===== config.mk =====
export PLATFORM = sky130hd
export DESIGN_NAME = lcd_hd44780_driver
export DESIGN_NICKNAME = d
export VERILOG_FILES = /design/src/rtl/lcd_hd44780_driver_pkg.sv /design/src/rtl/lcd_delay_timer.sv /design/src/rtl/lcd_hd44780_driver.sv
export SDC_FILE = /design/constraint.sdc
export NUM_CORES = 1
export LEC_CHECK = 0
export ABC_AREA = 1
export CAP_MARGIN = 20
export CORE_MARGIN = 5
export CORE_UTILIZATION = 45
export CTS_CLUSTER_DIAMETER = 80
export DETAILED_ROUTE_END_ITERATION = 8
export PLACE_DENSITY = 0.74
export SYNTH_ARGS = -nofsm -noshare
export SYNTH_HDL_FRONTEND = slang
export SYNTH_SLANG_ARGS = --single-unit

===== constraint.sdc =====
create_clock -name clk -period 8.95 [get_ports clk]
set_clock_uncertainty 0.05 [all_clocks]
set_input_delay 1.79 -clock clk [delete_from_list [all_inputs] [get_ports clk]]
set_output_delay 1.79 -clock clk [all_outputs]
set_load 0.01 [all_outputs]

===== src/rtl/lcd_hd44780_driver_pkg.sv =====
// Shared constants for the HD44780 4-bit driver: pin positions, commands,
// the power-up init table and FSM state encodings.
package lcd_hd44780_driver_pkg;

  localparam int LCD_RS = 5;
  localparam int LCD_E  = 4;

  localparam logic [7:0] CMD_CLEAR     = 8'h01;
  localparam logic [7:0] CMD_HOME      = 8'h02;
  localparam logic [7:0] CMD_FUNC_4B2L = 8'h28;
  localparam logic [7:0] CMD_DISP_ON   = 8'h0C;
  localparam logic [7:0] CMD_ENTRY_INC = 8'h06;
  localparam logic [7:0] CMD_DDRAM_L2  = 8'hC0;

  localparam int INIT_STEPS  = 8;
  localparam int NIB_STEPS   = 4;
  localparam int T_INIT0_US  = 4100;
  localparam int T_INITN_US  = 100;

  typedef enum logic [3:0] {
    PWR_WAIT, IDLE, HI_SET, HI_E, HI_HOLD, LO_SET, LO_E, LO_HOLD, POST_WAIT
  } state_t;

  // Nibble-only steps carry their nibble in the high half; the low half is never sent.
  function automatic logic [7:0] init_byte(input logic [2:0] step);
    case (step)
      3'd0, 3'd1, 3'd2: return 8'h30;
      3'd3:             return 8'h20;
      3'd4:             return CMD_FUNC_4B2L;
      3'd5:             return CMD_DISP_ON;
      3'd6:             return CMD_CLEAR;
      default:          return CMD_ENTRY_INC;
    endcase
  endfunction

  function automatic int max_of(input int a, input int b, input int c, input int d);
    int m;
    m = a;
    if (b > m) m = b;
    if (c > m) m = c;
    if (d > m) m = d;
    return m;
  endfunction

endpackage


===== src/rtl/lcd_delay_timer.sv =====
// Shared microsecond down-counter: load with a us count, expire pulses for one
// cycle at the end of the loaded interval (interval = us*CLK_MHZ cycles).
module lcd_delay_timer #(
  parameter int CLK_MHZ = 100,
  parameter int US_W    = 15,
  parameter int CNT_W   = 21
) (
  input  logic            clk,
  input  logic            reset,
  input  logic            load,
  input  logic [US_W-1:0] us,
  output logic            expire
);

  logic [CNT_W-1:0] cnt;
  logic             run;

  always_ff @(posedge clk or negedge reset) begin
    if (!reset) begin
      cnt <= '0;
      run <= 1'b0;
    end else if (load) begin
      cnt <= CNT_W'(us) * CNT_W'(CLK_MHZ) - CNT_W'(1);
      run <= 1'b1;
    end else if (run) begin
      if (cnt == '0) run <= 1'b0;
      else           cnt <= cnt - CNT_W'(1);
    end
  end

  assign expire = run && (cnt == '0);

endmodule


===== src/rtl/lcd_hd44780_driver.sv =====
// HD44780 4-bit mode driver: runs power-up init, then writes accepted bytes as
// two E-strobed nibbles followed by a busy wait.
module lcd_hd44780_driver
  import lcd_hd44780_driver_pkg::*;
#(
  parameter int CLK_MHZ    = 100,
  parameter int T_PWRUP_US = 20000,
  parameter int T_NIB_US   = 1,
  parameter int T_CMD_US   = 50,
  parameter int T_CLR_US   = 2000
) (
  input  logic       clk,
  input  logic       reset,
  input  logic       char_valid,
  input  logic       char_rs,
  input  logic [7:0] char_data,
  output logic       char_ready,
  output logic       init_done,
  output logic [5:0] lcd
);

  localparam int MAX_US = max_of(T_PWRUP_US, T_CLR_US, T_INIT0_US, T_CMD_US);
  localparam int US_W   = $clog2(MAX_US + 1);
  localparam int CNT_W  = $clog2(MAX_US * CLK_MHZ + 1);

  state_t          state, state_n;
  logic [2:0]      step, step_n;
  logic            done_n, pwr_armed;
  logic            rs_q, wr_rs, ld_byte;
  logic [7:0]      byte_q, wr_byte;
  logic [5:0]      lcd_n;
  logic            tload, expire, accept;
  logic [US_W-1:0] tus, wait_us;

  function automatic logic [5:0] pins(input logic rs, input logic e, input logic [3:0] d);
    logic [5:0] p;
    p         = '0;
    p[LCD_RS] = rs;
    p[LCD_E]  = e;
    p[3:0]    = d;
    return p;
  endfunction

  lcd_delay_timer #(.CLK_MHZ(CLK_MHZ), .US_W(US_W), .CNT_W(CNT_W)) u_timer (
    .clk    (clk),
    .reset  (reset),
    .load   (tload),
    .us     (tus),
    .expire (expire)
  );

  // char_ready is only ever high in IDLE after init, so this implies state==IDLE.
  assign accept = char_valid && char_ready;

  always_comb begin
    wait_us = US_W'(T_CMD_US);
    if (!init_done) begin
      case (step)
        3'd0:             wait_us = US_W'(T_INIT0_US);
        3'd1, 3'd2, 3'd3: wait_us = US_W'(T_INITN_US);
        3'd6:             wait_us = US_W'(T_CLR_US);
        default:          wait_us = US_W'(T_CMD_US);
      endcase
    end else if (!rs_q && (byte_q == CMD_CLEAR || byte_q == CMD_HOME)) begin
      wait_us = US_W'(T_CLR_US);
    end
  end

  always_comb begin
    state_n = state;
    step_n  = step;
    done_n  = init_done;
    lcd_n   = lcd;
    tload   = 1'b0;
    tus     = US_W'(T_NIB_US);
    ld_byte = 1'b0;
    wr_rs   = 1'b0;
    wr_byte = init_byte(3'd0);
    case (state)
      PWR_WAIT:
        if (!pwr_armed) begin
          tload = 1'b1;
          tus   = US_W'(T_PWRUP_US);
        end else if (expire) begin
          state_n = HI_SET;
          tload   = 1'b1;
          ld_byte = 1'b1;
          lcd_n   = pins(1'b0, 1'b0, wr_byte[7:4]);
        end
      IDLE:
        if (accept) begin
          wr_rs   = char_rs;
          wr_byte = char_data;
          ld_byte = 1'b1;
          tload   = 1'b1;
          state_n = HI_SET;
          lcd_n   = pins(char_rs, 1'b0, char_data[7:4]);
        end
      HI_SET:
        if (expire) begin
          state_n = HI_E;
          tload   = 1'b1;
          lcd_n   = pins(rs_q, 1'b1, byte_q[7:4]);
        end
      HI_E:
        if (expire) begin
          state_n = HI_HOLD;
          tload   = 1'b1;
          lcd_n   = pins(rs_q, 1'b0, byte_q[7:4]);
        end
      HI_HOLD:
        if (expire) begin
          tload = 1'b1;
          if (!init_done && step < 3'(NIB_STEPS)) begin
            state_n = POST_WAIT;
            tus     = wait_us;
          end else begin
            state_n = LO_SET;
            lcd_n   = pins(rs_q, 1'b0, byte_q[3:0]);
          end
        end
      LO_SET:
        if (expire) begin
          state_n = LO_E;
          tload   = 1'b1;
          lcd_n   = pins(rs_q, 1'b1, byte_q[3:0]);
        end
      LO_E:
        if (expire) begin
          state_n = LO_HOLD;
          tload   = 1'b1;
          lcd_n   = pins(rs_q, 1'b0, byte_q[3:0]);
        end
      LO_HOLD:
        if (expire) begin
          state_n = POST_WAIT;
          tload   = 1'b1;
          tus     = wait_us;
        end
      POST_WAIT:
        if (expire) begin
          if (init_done) begin
            state_n = IDLE;
          end else if (step == 3'(INIT_STEPS - 1)) begin
            state_n = IDLE;
            done_n  = 1'b1;
          end else begin
            step_n  = step + 3'd1;
            wr_byte = init_byte(step + 3'd1);
            ld_byte = 1'b1;
            tload   = 1'b1;
            state_n = HI_SET;
            lcd_n   = pins(1'b0, 1'b0, wr_byte[7:4]);
          end
        end
      default: state_n = PWR_WAIT;
    endcase
  end

  always_ff @(posedge clk or negedge reset) begin
    if (!reset) begin
      state      <= PWR_WAIT;
      step       <= '0;
      init_done  <= 1'b0;
      pwr_armed  <= 1'b0;
      rs_q       <= 1'b0;
      byte_q     <= '0;
      lcd        <= '0;
      char_ready <= 1'b0;
    end else begin
      state      <= state_n;
      step       <= step_n;
      init_done  <= done_n;
      pwr_armed  <= 1'b1;
      lcd        <= lcd_n;
      char_ready <= (state_n == IDLE) && done_n;
      if (ld_byte) begin
        rs_q   <= wr_rs;
        byte_q <= wr_byte;
      end
    end
  end

endmodule


==> summary.md <==
| Metric | Value |
|---|---|
| RSZ-0062 raised after global routing | no |
| Final Max Tran Viols | 0 |
| Utilization after layout | 50.74% |
| CP endpoint kind | register |
| Via count | 4456 |
| Initial antenna violation count | 0 |
| Critical Path Sink | u_timer.cnt[17]$_DFFE_PN0P_ |
| Via/cell ratio | 5.324 |
| Share of layout cells above drive strength 1 | 7.813% |
| Number of hold buffers added after CTS | 0 |
| Combinational fraction of design power | 2.8% |
| Main synth FF type | dfrtp_1 |
| CTS root buf | clkbuf_8 |
| DR WL/cell | 13.58 um |
| Routed Antenna Nets | 0 |
| Core area | 0.009864 sq mm |
| Delay-heaviest family, CP | adder cells |
| Crit path launch type | register |
| Internal power | 270.8 uW |
| Sequential share of power | 60.5% |
| Cell accounting for the most synthesized area | dfrtp_1 |
| Slowest cell on the critical path | fa_1 |
| Maximum VDD drop | 44.60 uV |
| Syn nets | 741 |
| Post_cts resized | 0 |
| Hpwl dp | 9186 um |
| Worst path most repeated cell | nand2_1 |
| Sw frac | 22.92% |
| Buf/Inv on CP | 6 |
| Part of the cycle the worst path needs | 58.28% |
| R2R Path Start | u_timer.cnt[0]$_DFFE_PN0P_ |
| WP depth | 30 |
| First-pass GRT wire length | 19710 um |
| Setup CP Type | reg -> reg |
| Post-route minimum period | 5.216 ns |
| Synth warnings | 0 |
| Buffers on Ports | 19 |
| Setup Total Neg Slack | 0 ns |
| Register area share after synthesis | 25.70% |
| Yosys top cell area share | 25.70% |
| Reg2Reg Setup Slack | 3.73 ns |
| Slew of the pin with the lowest slew margin | 0.6748 ns |
| Syn_area_per_cell | 6.719 sq um |
| Clock network power share | 36.7% |
| Crit path from | u_timer.cnt[0]$_DFFE_PN0P_ |
| PwrDens | 70.20 mW/mm^2 |
| TritonCTS clock tree | done |
| Final Hold Vio Count | 0 |
| Clock latency on the worst-skew pair | 0.31 ns |
| Diodes inserted | 0 |
| Number of synthesized register bits | 47 |
| Async SR Flop Fraction | 100.0% |
| Nets | 763 |
| Number of global-route vias before repair | 4371 |
| Initial Util | 46.39% |
| Postcts setup bufs | 0 |
| Final setup viols | 0 |
| GRT Residual Overflow | 0 |
| Largest net degree at the start of global routing | 48 |
| Post-Syn Area | 0.004576 sq mm |
| Leakage Power | 0.002633 uW |
| Drt drc | 0 |
| Synth Instances | 681 |
| Clk sink count | 47 |
| Worst EP required | 9.11 ns |
| Rel. slew slack | 54.85% |
| CP max FO | 8 |
| Reg-to-reg endpoint | u_timer.cnt[17]$_DFFE_PN0P_ |
| Inst Count DP | 828 |
| P_sw | 80.51 uW |
| Layout overhead on the synthesized area | 9.379% |
| H-Tree Depth | 2 |
| WL final | 11360 um |
| Clock-pin slew on the worst setup and hold paths | 0.09 ns |
| Number of distinct library cells after synthesis | 45 |
| Initial DRT Pass Iterations | 7 |
| Starting DRC count in detailed routing | 342 |
| Reg2Reg Depth | 30 |
| Status | finished, final reports clean |
| Crit path DAT | 5.38 ns |
| Synth top area cells | dfrtp_1 26%, nand2_1 14%, ha_1 11% |
| IO Pins | 20 |
| Hold Path Depth | 2 |
| CTS Buf Count | 5 |
| Fin cells | 837 |
| Post-synth EDFFs | 0 |
| Die X | 110.8 um |
| Max-cap viol count | 0 |
| Total Routing Usage GR | 18.70% |
| CTS max path bufs | 2 |
| Die area | 0.01228 sq mm |
| Worst path max stage delay | 0.52 ns |
| DIE HEIGHT | 110.8 um |
| Site Rows | 36 |
| Peak Freq | 191.7 MHz |
| Min-delay worst type | reg -> reg |
| GPL Wtd Cong | 0.9263 |
metrics by stage:
stage          area [sq um]  hold WS [ns]  total power, uW  setup slack, ns
2_1_floorplan          4576        0.4250            216.8            4.420
5_1_grt                5005        0.4815            364.8            3.194
6_report               5005        0.4382            351.3            3.734
3_5_place_dp           4901        0.4219            225.9            3.815
4_1_cts                4985        0.4436            355.0            3.771
3_3_place_gp           4901        0.4127            225.6            4.019
flip-flops by register name, indices dropped and copies added (netlist names):
signal,count
char_ready,1
step,3
init_done,1
pwr_armed,1
u_timer.cnt,21
state,4
u_timer.run,1
lcd,6
byte_q,8
rs_q,1
worst min path at each step:
| stage | to | start | slack [ns] |
|---|---|---|---|
| after detailed placement | lcd[3]$_DFFE_PN0P_ | lcd[3]$_DFFE_PN0P_ | 0.42 |
| after global routing | lcd[2]$_DFFE_PN0P_ | lcd[2]$_DFFE_PN0P_ | 0.48 |
| after floorplan | rs_q$_DFFE_PN0P_ | rs_q$_DFFE_PN0P_ | 0.42 |
| after global placement | lcd[2]$_DFFE_PN0P_ | lcd[2]$_DFFE_PN0P_ | 0.41 |
| final | lcd[3]$_DFFE_PN0P_ | lcd[3]$_DFFE_PN0P_ | 0.44 |
| after CTS | lcd[3]$_DFFE_PN0P_ | lcd[3]$_DFFE_PN0P_ | 0.44 |
worst register-to-register path: cells and delay by family (launching register included):
kind / cells / cell delay (ns)
AOI/OAI and AO/OA: 2 / 0.67
adders and majority gates: 5 / 1.79
and+or+nand+nor: 17 / 1.75
buffers and inverters: 6 / 0.42
DFF: 1 / 0.41
metal layers:
layer,routed length [um],global-route usage (%),vias to the layer above
li1,-,-,2230
met1,5281,25.28,2075
met2,5413,31.72,136
met3,506,1.419,15
met4,163,5.993,0
met5,0,0,-
cell type report:
| cell class | instances | area (sq um) |
|---|---|---|
| clock inverter | 3 | 15.01 |
| inverter | 106 | 397.9 |
| timing repair buffer | 20 | 205.2 |
| multi-input combinational | 523 | 2975 |
| tap | 133 | 166.4 |
| sequential | 47 | 1176 |
| clock buffer | 5 | 68.82 |
| fill | 969 | 4860 |
placed cells by master, fill, tap and decap left out, types with 4 or more instances in the layout:
cell             netlist  layout
ha_1                  42      42
a31oi_1                7       7
fa_1                   6       6
o21ai_0               24      24
nand3b_1               5       5
o21ai_1                9       9
o221ai_1               4       4
clkdlybuf4s50_1        0      18
a21oi_1               23      23
nand3_1               39      39
nand2_1              173     173
xor2_1                14      14
nand2_2                6       6
nor3_1                 8       8
clkbuf_8               0       5
inv_2                 11      11
nor2_2                13      13
nand4_1                9       9
nor2_1                95      95
xnor2_1                6       6
dfrtp_1               47      47
inv_1                 95      95
cell families (layout without fill, tap and decap cells):
family | after synthesis | count (layout) | synth area share, %
adders and majority gates | 48 | 48 | 14.11
AOI/OAI and AO/OA | 85 | 85 | 11.02
buffers and inverters | 111 | 134 | 9.270
other | 1 | 1 | 0.08196
xor gates and xnor gates | 20 | 20 | 3.828
and+or+nand+nor | 369 | 369 | 35.99
DFF | 47 | 47 | 25.70
synthesized netlist by cell type (2+ instances only):
| cell type | count |
|---|---|
| a21oi_1 | 23 |
| a31oi_1 | 7 |
| and3_1 | 3 |
| buf_2 | 3 |
| dfrtp_1 | 47 |
| fa_1 | 6 |
| ha_1 | 42 |
| inv_1 | 95 |
| inv_2 | 11 |
| nand2_1 | 173 |
| nand2_2 | 6 |
| nand2_4 | 3 |
| nand3_1 | 39 |
| nand3_2 | 2 |
| nand3b_1 | 5 |
| nand4_1 | 9 |
| nor2_1 | 95 |
| nor2_2 | 13 |
| nor2_4 | 2 |
| nor3_1 | 8 |
| nor3_2 | 2 |
| nor4_1 | 3 |
| o2111ai_1 | 2 |
| o211ai_1 | 3 |
| o21ai_0 | 24 |
| o21ai_1 | 9 |
| o21bai_1 | 3 |
| o221ai_1 | 4 |
| o22ai_1 | 2 |
| o31ai_1 | 2 |
| or2_2 | 3 |
| xnor2_1 | 6 |
| xor2_1 | 14 |
power groups by stage:
stage	Sequential [uW]	Combinational, uW	Clock [uW]
after detailed placement	217	9.12	0
after global routing	213	11.1	141
final	213	9.74	129
after global placement	217	8.87	0
after CTS	213	9.10	133
after floorplan	217	0.0399	0
Note: power is estimated with default switching activity, not from simulation.
